## config.mk

```make
export PLATFORM = sky130hd
export DESIGN_NAME = mem_port_arbiter
export DESIGN_NICKNAME = d
export VERILOG_FILES = /design/src/rtl/mem_port_arbiter.sv
export SDC_FILE = /design/constraint.sdc
export NUM_CORES = 1
export LEC_CHECK = 0
export BUFFER_PORTS_ARGS = -buffer_cell sky130_fd_sc_hd__buf_2
export CELL_PAD_IN_SITES_DETAIL_PLACEMENT = 0
export CELL_PAD_IN_SITES_GLOBAL_PLACEMENT = 1
export CORE_AREA = 2 2 209 211
export CTS_BUF_LIST = sky130_fd_sc_hd__clkbuf_16
export DETAILED_ROUTE_END_ITERATION = 10
export DIE_AREA = 0 0 211 213
export PLACE_DENSITY_LB_ADDON = 0.1
export SETUP_SLACK_MARGIN = 0.05
export SKIP_CTS_REPAIR_TIMING = 1
export SLEW_MARGIN = 20
export SYNTH_ARGS = -nofsm -noshare
export SYNTH_HDL_FRONTEND = slang
export SYNTH_SLANG_ARGS = --single-unit
```

## constraint.sdc

```tcl
create_clock -name clk -period 3.68 [get_ports clk]
set_input_delay 0.736 -clock clk [delete_from_list [all_inputs] [get_ports clk]]
set_output_delay 0.736 -clock clk [all_outputs]
set_load 0.005 [all_outputs]
```

## src/rtl/mem_port_arbiter.sv

```systemverilog
// mem_port_arbiter: shares one memory bus between instruction fetch and data access,
// one transaction at a time, with a starvation guard for fetch and flush-drop of fetches.
module mem_port_arbiter #(
    parameter int ADDR_W       = 64,
    parameter int DATA_W       = 64,
    parameter int STARVE_LIMIT = 4
) (
    input  logic                clk,
    input  logic                reset_n,
    input  logic                if_req,
    input  logic [ADDR_W-1:0]   if_addr,
    input  logic                if_flush,
    output logic                if_done,
    output logic [DATA_W-1:0]   if_rdata,
    output logic                if_stall,
    input  logic                mem_req,
    input  logic                mem_we,
    input  logic [ADDR_W-1:0]   mem_addr,
    input  logic [DATA_W-1:0]   mem_wdata,
    input  logic [DATA_W/8-1:0] mem_wstrb,
    output logic                mem_done,
    output logic [DATA_W-1:0]   mem_rdata,
    output logic                mem_stall,
    output logic                bus_req,
    output logic                bus_we,
    output logic [ADDR_W-1:0]   bus_addr,
    output logic [DATA_W-1:0]   bus_wdata,
    output logic [DATA_W/8-1:0] bus_wstrb,
    input  logic                bus_ready,
    input  logic                bus_rvalid,
    input  logic [DATA_W-1:0]   bus_rdata
);
    localparam int SW = $clog2(STARVE_LIMIT + 1);
    typedef enum logic [1:0] {IDLE, ISSUE, WAIT, DONE} state_t;
    state_t                r_state;
    logic                  r_mem;
    logic                  r_we;
    logic                  r_drop;
    logic [SW-1:0]         r_starve;
    logic [ADDR_W-1:0]     r_addr;
    logic [DATA_W-1:0]     r_wdata;
    logic [DATA_W/8-1:0]   r_wstrb;
    logic [DATA_W-1:0]     r_if_rdata;
    logic [DATA_W-1:0]     r_mem_rdata;
    logic                  w_if_want;
    logic                  w_mem_win;
    logic                  w_drop;
    assign w_if_want = if_req && !if_flush;
    assign w_mem_win = mem_req && !(w_if_want && r_starve == SW'(STARVE_LIMIT));
    // a flush arriving in the completion cycle itself must also discard the fetch
    assign w_drop    = r_drop || (if_flush && !r_mem);
    assign bus_req   = r_state == ISSUE;
    assign bus_we    = r_we;
    assign bus_addr  = r_addr;
    assign bus_wdata = r_wdata;
    assign bus_wstrb = r_wstrb;
    assign if_done   = r_state == DONE && !r_mem;
    assign mem_done  = r_state == DONE && r_mem;
    assign if_rdata  = r_if_rdata;
    assign mem_rdata = r_mem_rdata;
    assign if_stall  = if_req && !if_done;
    assign mem_stall = mem_req && !mem_done;
    always_ff @(posedge clk or negedge reset_n) begin
        if (!reset_n) begin
            r_state     <= IDLE;
            r_mem       <= 1'b0;
            r_we        <= 1'b0;
            r_drop      <= 1'b0;
            r_starve    <= '0;
            r_addr      <= '0;
            r_wdata     <= '0;
            r_wstrb     <= '0;
            r_if_rdata  <= '0;
            r_mem_rdata <= '0;
        end else begin
            case (r_state)
                IDLE: begin
                    if (w_mem_win) begin
                        r_mem    <= 1'b1;
                        r_we     <= mem_we;
                        r_addr   <= mem_addr;
                        r_wdata  <= mem_wdata;
                        r_wstrb  <= mem_wstrb;
                        r_starve <= w_if_want ? r_starve + 1'b1 : '0;
                        r_state  <= ISSUE;
                    end else if (w_if_want) begin
                        r_mem    <= 1'b0;
                        r_we     <= 1'b0;
                        r_addr   <= if_addr;
                        r_wdata  <= '0;
                        r_wstrb  <= '0;
                        r_starve <= '0;
                        r_state  <= ISSUE;
                    end
                end
                ISSUE: begin
                    r_drop <= w_drop;
                    if (bus_ready) r_state <= r_we ? DONE : WAIT;
                end
                WAIT: begin
                    r_drop <= w_drop;
                    if (bus_rvalid) begin
                        r_drop  <= 1'b0;
                        r_state <= w_drop ? IDLE : DONE;
                        if (!w_drop && r_mem) r_mem_rdata <= bus_rdata;
                        if (!w_drop && !r_mem) r_if_rdata <= bus_rdata;
                    end
                end
                default: r_state <= IDLE;
            endcase
        end
    end
endmodule

```

After elaboration in Yosys (flattened, before gate mapping):

Index checks and enable logic that the tools add are counted.
W data, S select, Z words.

* add/subtract/negate cells: 1
* eq/ne operators: 7
* multiplexer cells: 21
* reductions and logical operators: 24

Operator list (number)
* $mux W64: 4
* $mux W8: 2
* $logic_and A1 B1 Y1: 10
* $mux W2: 5
* $mux W3: 3
* $reduce_and A3 Y1: 3
* $logic_not A1 Y1: 6
* $pmux W2 S3: 1
* $mux W1: 5
* $eq A2 B2 Y1 const B: 2
* $reduce_bool A2 Y1: 2
* $add A3 B1 Y3 const B: 1
* $eq A3 B3 Y1 const B: 1
* $ne A3 B3 Y1 const B: 1
* $eq A2 B1 Y1 const B: 1
* $logic_not A2 Y1: 1
* $ne A2 B1 Y1 const B: 1
* $ne A2 B2 Y1 const B: 1
* $pmux W1 S2: 1
* $reduce_and A2 Y1: 1
* $logic_or A1 B1 Y1: 1

* register bits after elaboration: 272
* input bits: 272
* output and inout bits: 270

Longest topological paths before layout:

Gate-level depths: netlist of the first run.

* depth in word-level cells: 7
* gate-level depth with buffers: 8
* gate-level depth less buffers: 6

Worst setup path after synthesis of the first run:

Ideal clock, no wire load.

* kind: in2reg
* start: input if_flush
* end: register r_if_rdata[10] (netlist: if_rdata[10])
* setup time: 125 ps
* data arrival time: 1860 ps
* data required time: 3555 ps
* setup slack: 1695 ps
* stages: 4
* buffers on the path: 2
* cell sequence: or4_4 -> buf_6 -> buf_12 -> mux2_4

* word-level cells in the longest chain between the ends: 5

Ends and longest elaborated chain
* start, declared: RTL line 12 `input logic if_flush,`
* $logic_and A1 B1 Y1: RTL line 51 `assign w_drop = r_drop || (if_flush && !r_mem);`
* $logic_or A1 B1 Y1: RTL line 51
* $logic_not A1 Y1: RTL line 106 `if (!w_drop && !r_mem) r_if_rdata <= bus_rdata;`
* $logic_and A1 B1 Y1: RTL line 106
* $reduce_and A3 Y1 (no line)
* end signal, assigned: RTL line 106
* end, declared: RTL line 43 `logic [DATA_W-1:0] r_if_rdata;`

No other way between the ends.
A chain may end at the register's enable or synchronous reset.

Final worst setup path of the first run:

* start: register r_state[0]
* end: register r_if_rdata[45] (netlist: if_rdata[45])

* word-level cells in the longest chain between the ends: 2

Ends and longest elaborated chain
* start, declared: RTL line 35 `state_t r_state;`
* start signal, assigned: RTL line 98 `if (bus_ready) r_state <= r_we ? DONE : WAIT;`
* start signal, assigned: RTL line 104 `r_state <= w_drop ? IDLE : DONE;`
* $eq A2 B2 Y1: RTL line 76 `case (r_state)`
* $reduce_and A3 Y1 (no line)

No other way between the ends.

==> results of run 1 <==
==> power groups by stage <==
| stage | clock [mW] | sequential, mW | combinational (mW) |
|---|---|---|---|
| after global routing | 3.41 | 5.41 | 5.29 |
| final | 3.16 | 5.21 | 4.81 |
| after detailed placement | 0 | 5.23 | 4.92 |
| after floorplan | 0 | 5.30 | 2.34 |
| after global placement | 0 | 5.24 | 4.91 |
| after CTS | 3.30 | 5.23 | 4.92 |
==> final cells by class <==
class | count | area share (%)
antenna | 7 | 0.113
clock buffer | 36 | 5.83
clock inverter | 23 | 0.890
inverter | 7 | 0.170
multi-input combinational | 497 | 25.7
sequential | 272 | 44.0
tap | 546 | 4.42
timing repair buffer | 556 | 18.9
==> worst max-delay path: stages, from the launching register on <==
cell	delay [ns]
dfrtp_1	0.41
inv_1	0.12
ha_1	0.20
nand2_1	0.08
or4_4	0.75
buf_4	0.39
mux2_4	0.32
==> path summary, 6_finish.rpt <==
check	from	to	slack (ns)	cells past startpoint
max	r_state[0]	if_rdata[45]	1.26	6
min	reset_n	if_rdata[38]	0.16	1
max reg2reg	r_state[0]	if_rdata[45]	1.26	6
min reg2reg	mem_rdata[63]	mem_rdata[63]	0.49	1
max in group asynchronous	reset_n	bus_wdata[53]	2.57	2
min in group clk	mem_wdata[2]	bus_wdata[2]	0.42	2
==> flip-flops by register name (all words and copies together), names as in the netlist <==
| register | flops |
|---|---|
| bus_wdata | 64 |
| r_mem | 1 |
| r_starve | 3 |
| bus_addr | 64 |
| bus_wstrb | 8 |
| bus_we | 1 |
| if_rdata | 64 |
| r_drop | 1 |
| mem_rdata | 64 |
| r_state | 2 |
==> cells in the mapped netlist, drive strengths merged, types with 3 or more instances <==
master / n
nor2b: 3
nor2: 65
o21ai: 4
a21oi: 131
dfrtp: 272
a22o: 73
nand2: 69
inv: 7
mux2: 130
buf: 37
clkbuf: 22
ha: 6
==> cell families after synthesis <==
logic type               count (synthesis)  share of synthesized area (%)
flip-flops                             272                           60.9
AO/OA/AOI/OAI                          214                           12.2
AND/OR/NAND/NOR                        145                           5.18
multiplexers                           131                           17.2
buffers and inverters                   66                           3.80
adder cells (fa/ha/maj)                  6                          0.671
XOR/XNOR                                 1                         0.0783
==> metrics by stage <==
step	hold slack (ns)	utilization [%]	cells	area [um2]
floorplan	0.440	-	835	11200
global placement	0.471	33.7	1878	14400
detailed placement	0.480	33.7	1878	14400
CTS	0.168	36.2	1937	15400
global route	0.177	36.2	1942	15500
finish	0.161	36.2	1944	15500
==> layer usage <==
metal  vias to the layer above  routed length (um)  GRT usage, %
li1                       4017                   -             -
met1                      4277               16200          21.4
met2                       334               18900          27.6
met3                        69                3280          6.40
met4                        14                 975          5.61
met5                         -                  79             0
==> impl_metrics.json, run 1 <==
{
  "die_x_um": 211,
  "dp.final_hpwl_um": 28200,
  "track_usage_pct": 17.2,
  "route.detailed.drc": 0,
  "critPathMaxFanout": 39,
  "synth_edf_count": 0,
  "cts_max_level": 2,
  "vias_per_cell": 4.48,
  "p_clk_share_pct": 24.0,
  "swShare_pct": 32.7,
  "fin_skew_ns": 0.0147,
  "required_ns": 4.09,
  "synth_area_um2": 11200,
  "area_growth_pct": 38.2,
  "fillCellCount": 4374,
  "dieArea_um2": 44900,
  "synthCells": 835,
  "synth_top_area_cell": "dfrtp_1",
  "status": "finished, final reports clean",
  "final_net_count": 1647,
  "grt-ovfl-total": 0,
  "synth_top_cell_area_share_pct": 60.9,
  "die-height_um": 213,
  "first_iter_violations": 443,
  "cap_violations": 0,
  "io_pins": 542,
  "wire_per_inst_um": 20.3,
  "netlist_top_cells_area": "dfrtp_1, mux2_4, a21oi_1",
  "fin_crit_ns": 2.42,
  "place_ws_ns": 1.02,
  "row_count": 76,
  "ys.warnings.count": 0,
  "cts_buffer_depth": 3,
  "synth-seq-cells": 272,
  "multi_input_area_um2": 3970,
  "fin_ws_ns": 1.26,
  "ys.flop_type": "dfrtp_1",
  "fin_crit_sh_pct": 65.9,
  "total_power_mw": 13.2,
  "final_layout_size_suffix_gt1_share_pct": 52.5,
  "synthArstFlopShare_pct": 100,
  "path_clk_slew_ns": 0.06,
  "path_class": "register to register",
  "insertion_delay_ns": 0.53,
  "finalMaxSlewViolations": 0,
  "clockRootBuffer": "clkbuf_16",
  "powerDensity_nw_per_um2": 852,
  "grt_pass1_wl_um": 58400,
  "worstMarginPinSlew_ns": 0.944,
  "layout_commonest_cell": "buf_2",
  "coreArea_um2": 42700,
  "dr.pass1.iters": 4,
  "ant_nets": 0,
  "fmax_mhz": 412,
  "initial_core_util_pct": 26.2,
  "hold_path_class": "input pin to async pin",
  "num_vias": 8711,
  "grt_max_degree": 106,
  "power.switching_mw": 4.31,
  "ys_seq_area_share_pct": 60.9,
  "leakage_nw": 8.37,
  "setup_violations": 0,
  "final_cell_mix": "buf_2, dfrtp_1, a21oi_1, mux2_4, a22o_1",
  "hold_viol": 0,
  "seq_area_um2": 6810,
  "cts_buffers": 35,
  "first_global_vias": 9063,
  "crit_path_start_kind": "register",
  "synth_nets": 1113,
  "rsz0062_at_grt": "false",
  "finalWeightedCongestion": 0.746,
  "tritoncts": "yes",
  "p_comb_share_pct": 36.5,
  "clock-sinks": 272,
  "syn_avg_cell_area_um2": 13.4,
  "io_buffers": 541,
  "end_kind": "register",
  "internal_power_mw": 8.86,
  "wirelength_um": 39400,
  "seqPwrFrac_pct": 39.6,
  "slew_headroom_pct": 37.1,
  "synth_cell_types": 34,
  "peakVddDrop_mv": 0.290,
  "antenna_found_initial": 14,
  "tns_ns": 0,
  "critPathArrivalTime_ns": 2.84
}
(Power assumes the default switching activity.)
==> run 2, diff against run 1 <==
clock period = 2.1 ns   (was 3.68 ns; I/O delays follow)
==> run 2 against run 1 <==
Critical path type is now register to output port. Non-clock buffer count rose by 10. Cell area rose by 1.1%. Sequential share of layout area fell by 0.49 points. Combinational power rose by 78%. Via count fell by 0.55%. Global-route usage rose by 0.055 points. Largest cell class unchanged. Sequential power rose by 75%. Power rose by 75%. Highest routed layer unchanged. Clock power rose by 72%. Core utilization rose by 0.41 points. Clock skew fell by 0.0078 ns. Critical path depth fell by 2.
==> impl_metrics.json, run 2 (same netlist as run 1, synthesis figures left out) <==
{
  "num_vias": 8663,
  "die-height_um": 213,
  "grt-ovfl-total": 0,
  "fmax_mhz": 510,
  "hp-start": "mem_wdata[4]",
  "final_cells": 1954,
  "status": "finished, final reports clean",
  "cap_violations": 0,
  "place_ws_ns": 0.139,
  "dieArea_um2": 44900,
  "leakage_nw": 8.44,
  "clock-sinks": 272,
  "clockRootBuffer": "clkbuf_16",
  "final_core_util_pct": 36.6,
  "area_growth_pct": 39.8,
  "startpoint": "r_state[0]",
  "whs_ns": 0.107,
  "fin_crit_ns": 1.96,
  "end_kind": "output port",
  "grt_max_degree": 79,
  "crit_path_start_kind": "register",
  "rsz0062_at_grt": "true",
  "first_iter_violations": 469,
  "finalWeightedCongestion": 0.755,
  "track_usage_pct": 17.2,
  "total_power_mw": 23.1,
  "first_global_vias": 8986,
  "hold_viol": 0,
  "design_area_um2": 15600,
  "highest_layer": "met5",
  "fin_crit_sh_pct": 93.3,
  "final_cell_mix": "buf_2, dfrtp_1, a21oi_1, mux2_4, a22o_1",
  "final_layout_size_suffix_gt1_share_pct": 52.9,
  "peakVddDrop_mv": 0.524,
  "placed_cells": 1885,
  "dr.pass1.iters": 5,
  "row_count": 76,
  "path_class": "register to output port",
  "hold_path_class": "input pin to register",
  "powerDensity_nw_per_um2": 1480,
  "wirelength_um": 39500,
  "slew_headroom_pct": 66.8,
  "layout_commonest_cell": "buf_2",
  "wl_met3_um": 3230,
  "dp.final_hpwl_um": 28200,
  "finalMaxSlewViolations": 0,
  "ant_nets": 0,
  "insertion_delay_ns": 0.53,
  "io_buffers": 541,
  "wl_met2_um": 18900,
  "coreArea_um2": 42700,
  "tritoncts": "yes",
  "critPathMaxFanout": 3,
  "drt-met1-wl_um": 16400,
  "final_net_count": 1656,
  "die_x_um": 211,
  "io_pins": 542,
  "cts_buffers": 34,
  "fin_skew_ns": 0.00698,
  "grt_pass1_wl_um": 58400,
  "fin_ws_ns": 0.141,
  "initial_core_util_pct": 26.2,
  "wire_per_inst_um": 20.2,
  "cts_buffer_depth": 3,
  "critPathArrivalTime_ns": 1.54,
  "cts_max_level": 2,
  "vias_per_cell": 4.43,
  "setup_violations": 0,
  "timing.rr.start": "r_state[0]",
  "worstMarginPinSlew_ns": 0.498,
  "tns_ns": 0,
  "route.detailed.drc": 0,
  "antenna_found_initial": 13,
  "placed_area_um2": 14600,
  "required_ns": 1.68,
  "path_clk_slew_ns": 0.06
}
-- run 2: changes by cell type in the layout (fill, tap and decap cells not counted), sizes merged --
| cell | before | now |
|---|---|---|
| buf | 556 | 565 |
| clkbuf | 36 | 35 |
| dlygate4sd3 | 0 | 1 |
| inv | 15 | 13 |
| clkinv | 14 | 13 |
| clkinvlp | 0 | 3 |
| diode | 7 | 8 |
-- run 2: area by class of cell --
| cell class | count | area [um2] |
|---|---|---|
| repair buffers | 566 | 3110 |
| clock inverters | 23 | 134 |
| multi-input cells | 497 | 3980 |
| clock buffers | 35 | 876 |
| inverters | 7 | 26.3 |
| diodes | 8 | 20.0 |
| well taps | 546 | 683 |
| flip-flops and latches | 272 | 6810 |
| fillers | 4287 | 27100 |
-- run 2: path summary, 6_finish.rpt --
| path | endpoint | slack [ns] | cells past startpoint |
|---|---|---|---|
| min in group asynchronous | if_rdata[38] | 0.39 | 2 |
| min reg2reg | if_rdata[1] | 0.49 | 1 |
| max reg2reg | if_rdata[2] | 0.16 | 6 |
| max in group asynchronous | mem_rdata[4] | 0.98 | 3 |
| min | bus_wdata[4] | 0.11 | 2 |
| max | mem_stall | 0.14 | 4 |
-- run 2: critical path, cell delays in order (launching register included) --
cell and delay, ns:
dfrtp_1 0.39, ha_2 0.22, and2_1 0.17, nor2b_1 0.10
buf_2 0.13
-- run 2: routing by layer --
layer	vias to the layer above	track usage, %
met3	58	6.37
met1	4222	21.6
met5	-	0
met2	352	27.7
li1	4019	-
met4	12	5.22
-- run 2: power breakdown --
part / switching, mW / internal [mW] / leakage, nW
sequential: 1.39 / 7.75 / 3.38
clock: 2.29 / 3.13 / 0.507
combinational: 3.87 / 4.67 / 4.55
